--- config.mk ---
export PLATFORM = sky130hd
export DESIGN_NAME = tinyalu_arbiter
export DESIGN_NICKNAME = d
export VERILOG_FILES = /design/src/rtl/tinyalu_pkg.sv /design/src/rtl/tinyalu_rr_picker.sv /design/src/rtl/tinyalu_arbiter.sv
export SDC_FILE = /design/constraint.sdc
export NUM_CORES = 1
export LEC_CHECK = 0
export BUFFER_PORTS_ARGS = -buffer_cell sky130_fd_sc_hd__buf_2
export CAP_MARGIN = 10
export CORE_UTILIZATION = 36
export DETAILED_ROUTE_END_ITERATION = 10
export GPL_ROUTABILITY_DRIVEN = 0
export PLACE_DENSITY = 0.67
export REMOVE_ABC_BUFFERS = 1
export SYNTH_ARGS = -nofsm -noshare
export SYNTH_HDL_FRONTEND = slang
export SYNTH_SLANG_ARGS = --single-unit
--- constraint.sdc ---
create_clock -name clk -period 6.75 [get_ports clk]
set_input_delay 0 -clock clk [delete_from_list [all_inputs] [get_ports clk]]
set_output_delay 0 -clock clk [all_outputs]
set_load 0.01 [all_outputs]
--- src/rtl/tinyalu_pkg.sv ---
// TinyALU shared types: op encodings, bus widths and op legality.
package tinyalu_pkg;

  localparam int OP_W   = 3;
  localparam int DATA_W = 8;
  localparam int RES_W  = 16;

  typedef enum logic [OP_W-1:0] {
    NO_OP  = 3'b000,
    ADD_OP = 3'b001,
    AND_OP = 3'b010,
    XOR_OP = 3'b011,
    MUL_OP = 3'b100
  } operation_t;

  function automatic logic is_legal_op(
    input logic [OP_W-1:0] op
  );
    return op <= MUL_OP;
  endfunction

endpackage

--- src/rtl/tinyalu_rr_picker.sv ---
// Round-robin picker: first set request after the pointer, wrapping.
module tinyalu_rr_picker #(
  parameter int N  = 4,
  parameter int IW = $clog2(N)
) (
  input  logic [N-1:0]  req,
  input  logic [IW-1:0] ptr,
  output logic [N-1:0]  grant,
  output logic [IW-1:0] idx
);

  logic [IW-1:0] j;
  logic          found;

  always_comb begin
    grant = '0;
    idx   = '0;
    j     = '0;
    found = 1'b0;
    for (int k = 1; k <= N; k++) begin
      j = IW'((int'(ptr) + k) % N);
      if (!found && req[j]) begin
        found    = 1'b1;
        grant[j] = 1'b1;
        idx      = j;
      end
    end
  end

endmodule

--- src/rtl/tinyalu_arbiter.sv ---
// Round-robin arbiter sharing one TinyALU between NUM_REQ requesters.
// Define TINYALU_ARB_TIMEOUT_EN to abort a WAIT after TIMEOUT_CYCLES.
module tinyalu_arbiter
  import tinyalu_pkg::*;
#(
  parameter int NUM_REQ        = 4,
  parameter int TIMEOUT_CYCLES = 16
) (
  input  logic                      clk,
  input  logic                      reset_n,
  input  logic [NUM_REQ-1:0]        req_valid,
  output logic [NUM_REQ-1:0]        req_ready,
  input  logic [NUM_REQ*DATA_W-1:0] req_a,
  input  logic [NUM_REQ*DATA_W-1:0] req_b,
  input  logic [NUM_REQ*OP_W-1:0]   req_op,
  output logic [NUM_REQ-1:0]        rsp_valid,
  output logic [RES_W-1:0]          rsp_result,
  output logic                      rsp_err,
  output logic                      alu_start,
  output logic [OP_W-1:0]           alu_op,
  output logic [DATA_W-1:0]         alu_a,
  output logic [DATA_W-1:0]         alu_b,
  input  logic                      alu_done,
  input  logic [RES_W-1:0]          alu_result,
  output logic                      busy
);

  localparam int IW = $clog2(NUM_REQ);

  if (NUM_REQ < 2 || NUM_REQ > 8 || TIMEOUT_CYCLES < 1) begin : g_bad_cfg
    $error("tinyalu_arbiter: unsupported parameters");
  end

  typedef enum logic [2:0] {
    S_IDLE,
    S_ISSUE,
    S_WAIT,
    S_RESP,
    S_REJECT
  } state_t;

  state_t               state;
  logic [IW-1:0]        ptr;
  logic [IW-1:0]        g_idx;
  logic [NUM_REQ-1:0]   grant;
  logic [NUM_REQ-1:0]   g_oh;
  logic [OP_W-1:0]      sel_op;
  logic [DATA_W-1:0]    sel_a;
  logic [DATA_W-1:0]    sel_b;
  logic                 tmo_hit;

  tinyalu_rr_picker #(
    .N (NUM_REQ)
  ) u_pick (
    .req   (req_valid),
    .ptr   (ptr),
    .grant (grant),
    .idx   (g_idx)
  );

  assign req_ready = (state == S_IDLE) ? grant : '0;
  assign busy      = (state != S_IDLE);

  always_comb begin
    sel_a  = '0;
    sel_b  = '0;
    sel_op = '0;
    for (int i = 0; i < NUM_REQ; i++) begin
      if (grant[i]) begin
        sel_a  |= req_a[i*DATA_W +: DATA_W];
        sel_b  |= req_b[i*DATA_W +: DATA_W];
        sel_op |= req_op[i*OP_W +: OP_W];
      end
    end
  end

`ifdef TINYALU_ARB_TIMEOUT_EN
  localparam int CW = $clog2(TIMEOUT_CYCLES + 1);

  logic [CW-1:0] tmo_cnt;

  // Zero outside WAIT, so every entry to WAIT starts from 0.
  always_ff @(posedge clk or negedge reset_n) begin
    if (!reset_n) begin
      tmo_cnt <= '0;
    end else if (state != S_WAIT) begin
      tmo_cnt <= '0;
    end else begin
      tmo_cnt <= tmo_cnt + CW'(1);
    end
  end

  assign tmo_hit = (tmo_cnt == CW'(TIMEOUT_CYCLES - 1));
`else
  assign tmo_hit = 1'b0;
`endif

  always_ff @(posedge clk or negedge reset_n) begin
    if (!reset_n) begin
      state      <= S_IDLE;
      ptr        <= IW'(NUM_REQ - 1);
      g_oh       <= '0;
      rsp_valid  <= '0;
      rsp_result <= '0;
      rsp_err    <= 1'b0;
      alu_start  <= 1'b0;
      alu_op     <= '0;
      alu_a      <= '0;
      alu_b      <= '0;
    end else begin
      rsp_valid  <= '0;
      rsp_result <= '0;
      rsp_err    <= 1'b0;
      unique case (state)
        S_IDLE: begin
          if (|req_valid) begin
            ptr  <= g_idx;
            g_oh <= grant;
            if (is_legal_op(sel_op)) begin
              alu_start <= 1'b1;
              alu_op    <= sel_op;
              alu_a     <= sel_a;
              alu_b     <= sel_b;
              state     <= S_ISSUE;
            end else begin
              state <= S_REJECT;
            end
          end
        end
        S_ISSUE: begin
          // no_op never raises done: one start cycle, then respond.
          if (alu_op == NO_OP) begin
            alu_start <= 1'b0;
            rsp_valid <= g_oh;
            state     <= S_RESP;
          end else begin
            state <= S_WAIT;
          end
        end
        S_WAIT: begin
          if (alu_done) begin
            alu_start  <= 1'b0;
            rsp_valid  <= g_oh;
            rsp_result <= alu_result;
            state      <= S_RESP;
          end else if (tmo_hit) begin
            alu_start <= 1'b0;
            rsp_valid <= g_oh;
            rsp_err   <= 1'b1;
            state     <= S_RESP;
          end
        end
        S_REJECT: begin
          rsp_valid <= g_oh;
          rsp_err   <= 1'b1;
          state     <= S_RESP;
        end
        S_RESP: begin
          state <= S_IDLE;
        end
        default: begin
          state <= S_IDLE;
        end
      endcase
    end
  end

endmodule

# --- Yosys cells after proc, flatten, opt, wreduce, memory -nomap -nowiden ---
# Index checks and enable logic that the tools add are counted.
totals:
  register_bits: 50
  wordCells: 117
op_classes:
  add_sub_neg: 4
  n_lt_le_gt_ge: 9
  eq_ne: 7
  n_mux: 56
  bitwise: 12
  reduce_logical: 19
op_table:
  columns: ["op", "n"]
  rows:
  - ["8-bit two-way mux", 8]
  - ["8-bit OR", 6]
  - ["16-bit two-way mux", 2]
  - ["4-bit two-way mux", 7]
  - ["3-bit two-way mux", 7]
  - ["1-bit two-way mux", 17]
  - ["2-bit by 3-bit less-than comparator with 1-bit output (second input constant)", 4]
  - ["4-bit OR", 3]
  - ["3-bit one-hot mux with 4 select lines", 1]
  - ["4-bit one-hot mux with 3 select lines", 1]
  - ["3-bit OR", 3]
  - ["1-bit binary-select mux with 2-bit select", 4]
  - ["1-bit demux with 2-bit select", 4]
  - ["2-bit by 1-bit >= comparator with 1-bit output (second input constant)", 4]
  - ["2-bit two-way mux", 4]
  - ["1-bit logical AND", 7]
  - ["3-bit zero test", 2]
  - ["3-bit nonzero test", 2]
  - ["5-bit AND reduction", 1]
  - ["2-bit by 1-bit adder with 2-bit output (second input constant)", 2]
  - ["2-bit adder (second input constant)", 2]
  - ["2-bit by 1-bit != test with 1-bit output (second input constant)", 2]
  - ["2-bit != test (second input constant)", 2]
  - ["2-bit AND reduction", 2]
  - ["8 further kinds", 10]

# --- Logic depth before layout (Yosys ltp) ---
depth:
  depth_word: 24
  ltp_mapped: 13
  mapped_depth_nobuf: 9

# --- By module ---
# Synthesis repeated with hierarchy kept, for this count alone.
unflattened:
  cells_unflattened: 253
  area_unflattened_um2: 2815.2
modules_own_cells:
  columns: ["mod", "instances", "cells_per_inst", "area_each_um2", "seq_area_each_um2"]
  rows:
  - ["tinyalu_arbiter", 1, 194, 2324.7, 1253.7]
  - ["tinyalu_rr_picker", 1, 59, 490.5, 0.0]

# --- Least setup slack after synthesis ---
# OpenSTA, ideal clock, no wires.
synth_path:
  path_kind: "flip-flop to flip-flop"
  from: "register ptr[1]"
  to: "register alu_a[2]"
  setup_ns: 0.125
  arrival_time_ns: 3.676
  path_slack_ns: 2.948
  path_stages_with_launch: 13
  n_path_buf: 3
  synth_period_minus_slack_ns: 3.802
  path_cell_list: "dfstp_2 -> buf_2 -> inv_1 -> ha_1 -> buf_6 -> mux4_2 -> a32oi_2 -> a21boi_1 -> a2111o_1 -> a2111oi_2 -> o21ai_4 -> buf_6 -> mux2_4"
synth_between:
  elab_chain_cells: 22
synth_lines:
  columns: ["element", "line", "rtl"]
  rows:
  - ["start: declaration", "tinyalu_arbiter.sv:43", "logic [IW-1:0] ptr;"]
  - ["start signal: assignment", "tinyalu_arbiter.sv:101", "ptr <= IW'(NUM_REQ - 1);"]
  - ["start signal: assignment", "tinyalu_arbiter.sv:117", "ptr <= g_idx;"]
  - ["branches (longest 12 deep; another with 2-bit by 3-bit less-than comparator with 1-bit output)", null, null]
  - ["4-bit two-way mux *", "tinyalu_rr_picker.sv:22", "if (!found && req[j]) begin"]
  - ["3-bit two-way mux", "tinyalu_arbiter.sv:69", "if (grant[i]) begin"]
  - ["3-bit OR", "tinyalu_arbiter.sv:72", "sel_op |= req_op[i*OP_W +: OP_W];"]
  - ["3-bit two-way mux", "tinyalu_arbiter.sv:69", null]
  - ["3-bit OR", "tinyalu_arbiter.sv:72", null]
  - ["3-bit two-way mux", "tinyalu_arbiter.sv:69", null]
  - ["3-bit OR", "tinyalu_arbiter.sv:72", null]
  - ["3-bit two-way mux", "tinyalu_arbiter.sv:69", null]
  - ["3-bit <= comparator", "tinyalu_pkg.sv:19", "return op <= MUL_OP;"]
  - ["3-bit AND reduction (no source line)", null, null]
  - ["end signal: assignment", "tinyalu_arbiter.sv:122", "alu_a <= sel_a;"]
  - ["end: declaration", "tinyalu_arbiter.sv:21", "output logic [DATA_W-1:0] alu_a,"]
# Mark *: on every way between the ends. The select of a mux whose other input is x is not followed.
# A chain may end at the register's enable or synchronous reset.

# --- Worst setup path in the final report ---
layout_path:
  from: "register ptr[0]"
  to: "register alu_b[2]"
layout_between:
  elab_chain_cells: 22
layout_lines:
  columns: ["element", "line", "rtl"]
  rows:
  - ["branches (longest 12 deep; another with 2-bit by 3-bit less-than comparator with 1-bit output)", null, null]
  - ["4-bit two-way mux *", "tinyalu_rr_picker.sv:22", null]
  - ["3-bit two-way mux", "tinyalu_arbiter.sv:69", null]
  - ["3-bit OR", "tinyalu_arbiter.sv:72", null]
  - ["3-bit two-way mux", "tinyalu_arbiter.sv:69", null]
  - ["3-bit OR", "tinyalu_arbiter.sv:72", null]
  - ["3-bit two-way mux", "tinyalu_arbiter.sv:69", null]
  - ["3-bit OR", "tinyalu_arbiter.sv:72", null]
  - ["3-bit two-way mux", "tinyalu_arbiter.sv:69", null]
  - ["3-bit <= comparator", "tinyalu_pkg.sv:19", null]
  - ["3-bit AND reduction (no source line)", null, null]
  - ["end signal: assignment", "tinyalu_arbiter.sv:123", "alu_b <= sel_b;"]
  - ["end: declaration", "tinyalu_arbiter.sv:22", "output logic [DATA_W-1:0] alu_b,"]
# Marked as above.

==> impl_metrics.env <==
export IMPL_drive_gt1_frac=0.4163
export IMPL_worst_setup_path_start_kind="flop"
export IMPL_placed_area_um2=3890
export IMPL_dp_cells=544
export IMPL_rows=33
export IMPL_worstRegToRegCells=9
export IMPL_post_cts_buffers=0
export IMPL_total_power_mw=2.095
export IMPL_start_util=0.3751
export IMPL_firstDrtPassIters=5
export IMPL_hold_depth=4
export IMPL_required_ns=6.94
export IMPL_synth_top_area_share=0.3859
export IMPL_synth_cell_types=50
export IMPL_yosysMostFrequentCell="dfrtp_1"
export IMPL_root_buffer="clkbuf_8"
export IMPL_final_util=0.5072
export IMPL_critPathMaxStageDelay_ns=0.75
export IMPL_drc=0
export IMPL_holdCritStartpoint="req_a[31]"
export IMPL_clkPwrFrac=0.105
export IMPL_core_area_um2=8299
export IMPL_cts_hold_buf=17
export IMPL_p_switching_mw=0.9211
export IMPL_hold_path_class="input pin to flop"
export IMPL_fillerInstances=787
export IMPL_hpwl_um=6592
export IMPL_r2r_slack_ns=2.12
export IMPL_io_buffers=144
export IMPL_r2r_end="alu_b[2]"
export IMPL_final_setup_viol_count=0
export IMPL_grt_max_degree=51
export IMPL_routedWlPerCell_um=15.30
export IMPL_combPwrFrac=0.656
export IMPL_pwr_density_cell_nw_per_um2=497.6
export IMPL_antenna_found_initial=0
export IMPL_grt_pass1_wl_um=13500
export IMPL_fin_crit_ns=4.629
export IMPL_die_area_um2=9023
export IMPL_cp_end_kind="flop"
export IMPL_synth_async_reset_ratio=1.000
export IMPL_clockBufferDepth=2
export IMPL_drt_iter0_drc=128
export IMPL_dpl_worst_slack_ns=2.145
export IMPL_fin_crit_sh=0.6857
export IMPL_fin_ws_ns=2.121
export IMPL_ys_seq_elements=50
export IMPL_synth_cell_area_um2=3113
export IMPL_cts_sinks=50
export IMPL_final_max_slew_violation_count=0
export IMPL_diodes=0
export IMPL_min_to="alu_a[7]"
export IMPL_critPathKind="flop to flop"
export IMPL_synth_area_leader_cell="dfrtp_1"
export IMPL_fin_setup_tns_ns=0
export IMPL_status="finished clean"
export IMPL_drt_total_wl_um=8737
export IMPL_peakVddDrop_v=0.0002879
export IMPL_numCtsBuffers=5
export IMPL_synthCells=310
export IMPL_ys_seq_area_frac=0.4027
export IMPL_grt_overflow_total=0
export IMPL_clkTransAtPathRegs_ns=0.10
export IMPL_synth_area_per_cell_um2=10.04
export IMPL_cts_tree="yes"
export IMPL_nets=570
export IMPL_rsz0062_at_grt="no"
export IMPL_cts_htree_levels=2
export IMPL_r2r_start="ptr[0]"
export IMPL_critical_path_top_delay_family="compound AO/OA/AOI/OAI gates"
export IMPL_syn_to_final_growth_pct=35.21
export IMPL_ioPinCount=145
export IMPL_cts_resized=0
export IMPL_fin_cells=571
export IMPL_hold_slack_ns=0.03288
export IMPL_critPathSlowestCell="dfstp_2"
export IMPL_antenna_left=0
export IMPL_track_usage=0.1934
export IMPL_via_per_inst=5.152
export IMPL_power_switching_share=0.4398
export IMPL_arrival_ns=4.82
export IMPL_synth_edf_count=0
export IMPL_maxCapViolations=0
export IMPL_vias=2942
export IMPL_cp_num_buf_inv=1
export IMPL_skew_ns=0.009470
export IMPL_yosysWarnings=0
export IMPL_worstPathMaxFanout=20
export IMPL_max_freq_mhz=216.0
export IMPL_die_h_um=94.99
export IMPL_seqPwrFrac=0.239
export IMPL_p_int_mw=1.173
export IMPL_dieWidth_um=94.99
export IMPL_clk_latency_ns=0.30
export IMPL_hold_viol_final=0
export IMPL_synth_area_leaders="dfrtp_1 39%, mux2_2 5.1%, a22oi_1 4.3%, and2_1 4.2%, nand2b_1 3.4%"
export IMPL_grt_pass1_vias=2816
export IMPL_synth_top_flop_cell="dfrtp_1"
export IMPL_synth_common_cells="48 x dfrtp_1, 21 x and2_1, 20 x o21ai_0"
export IMPL_worstMarginPinSlew_ns=0.9075
export IMPL_path_cells="inv_1 -> ha_1 -> mux4_2 -> nor2_1 -> o311a_1 -> a2111o_1 -> nor4_4 -> o21ai_4 -> mux2_2"
export IMPL_p_leak_nw=2.153
export IMPL_timing_slew_headroom=0.3894
export IMPL_postLayoutCellArea_um2=4209
## registers in the layout, indices dropped and copies added, names as in the netlist
signal	flops
ptr	2
rsp_err	1
alu_start	1
rsp_valid	4
state	3
rsp_result	16
alu_a	8
alu_b	8
alu_op	3
g_oh	4
## per-layer routing
layer | share of wire | GRT usage
met1 | 0.44 | 0.2545
met2 | 0.48 | 0.3207
met3 | 0.068 | 0.03784
met4 | 0.0084 | 0.05682
met5 | 0 | 0
## cell type report
cell class	count	area (um2)	share of cell area
multi-input cells	233	1732	0.4114
clock inverters	2	38.79	0.009215
well taps	105	131.4	0.03121
inverters	10	37.54	0.008918
repair buffers	165	933.4	0.2218
clock buffers	6	82.58	0.01962
flip-flops and latches	50	1254	0.2979
## cell usage in the layout (no fill, tap or decap), types with 4 or more instances in the layout
cell type	count
buf_2	144
dfrtp_1	48
and2_1	21
o21ai_0	20
nand3_1	18
a22oi_1	18
nor2_1	17
nand2b_1	17
dlygate4sd3_1	17
mux2_2	14
nor2b_1	11
inv_1	10
a21oi_1	10
nand2_1	9
mux2_4	7
a21boi_0	6
ha_1	6
clkbuf_8	6
nor4_1	5
a21o_1	5
a2111o_1	5
nor3_1	4
## how the worst max path moves through the flow
stage | to | from | slack, ns | depth (start not counted)
2_1_floorplan | alu_a[0] | ptr[0] | 2.84 | 9
3_3_place_gp | alu_a[0] | ptr[0] | 2.24 | 9
3_5_place_dp | alu_b[2] | ptr[0] | 2.14 | 9
4_1_cts | alu_a[0] | ptr[0] | 2.14 | 9
5_1_grt | alu_a[0] | ptr[0] | 1.80 | 9
6_report | alu_b[2] | ptr[0] | 2.12 | 9
## power by group through the flow
stage                     Sequential [mW]  Clock [mW]  Combinational, mW
after floorplan                     0.528           0              0.939
after global placement              0.503           0               1.34
after detailed placement            0.506           0               1.36
after CTS                           0.501       0.228               1.37
after global routing                0.516       0.238               1.52
final                               0.500       0.221               1.37
## worst min-delay path, stage by stage
cell,delay (ns)
buf_2,0.08
nand2b_1,0.04
nand3_1,0.06
mux2_4,0.13
## kinds of logic (layout without fill, tap and decap cells)
group | Yosys count | in the layout | share of synthesized area
xor gates and xnor gates | 1 | 1 | 0.002814
muxes | 27 | 27 | 0.1162
buffers and inverters | 27 | 183 | 0.04341
and+or+nand+nor | 116 | 116 | 0.2126
adders and majority gates | 6 | 6 | 0.02412
DFF | 50 | 50 | 0.4027
AOI/OAI and AO/OA | 83 | 83 | 0.1982
Power figures use the tool's default switching activity.
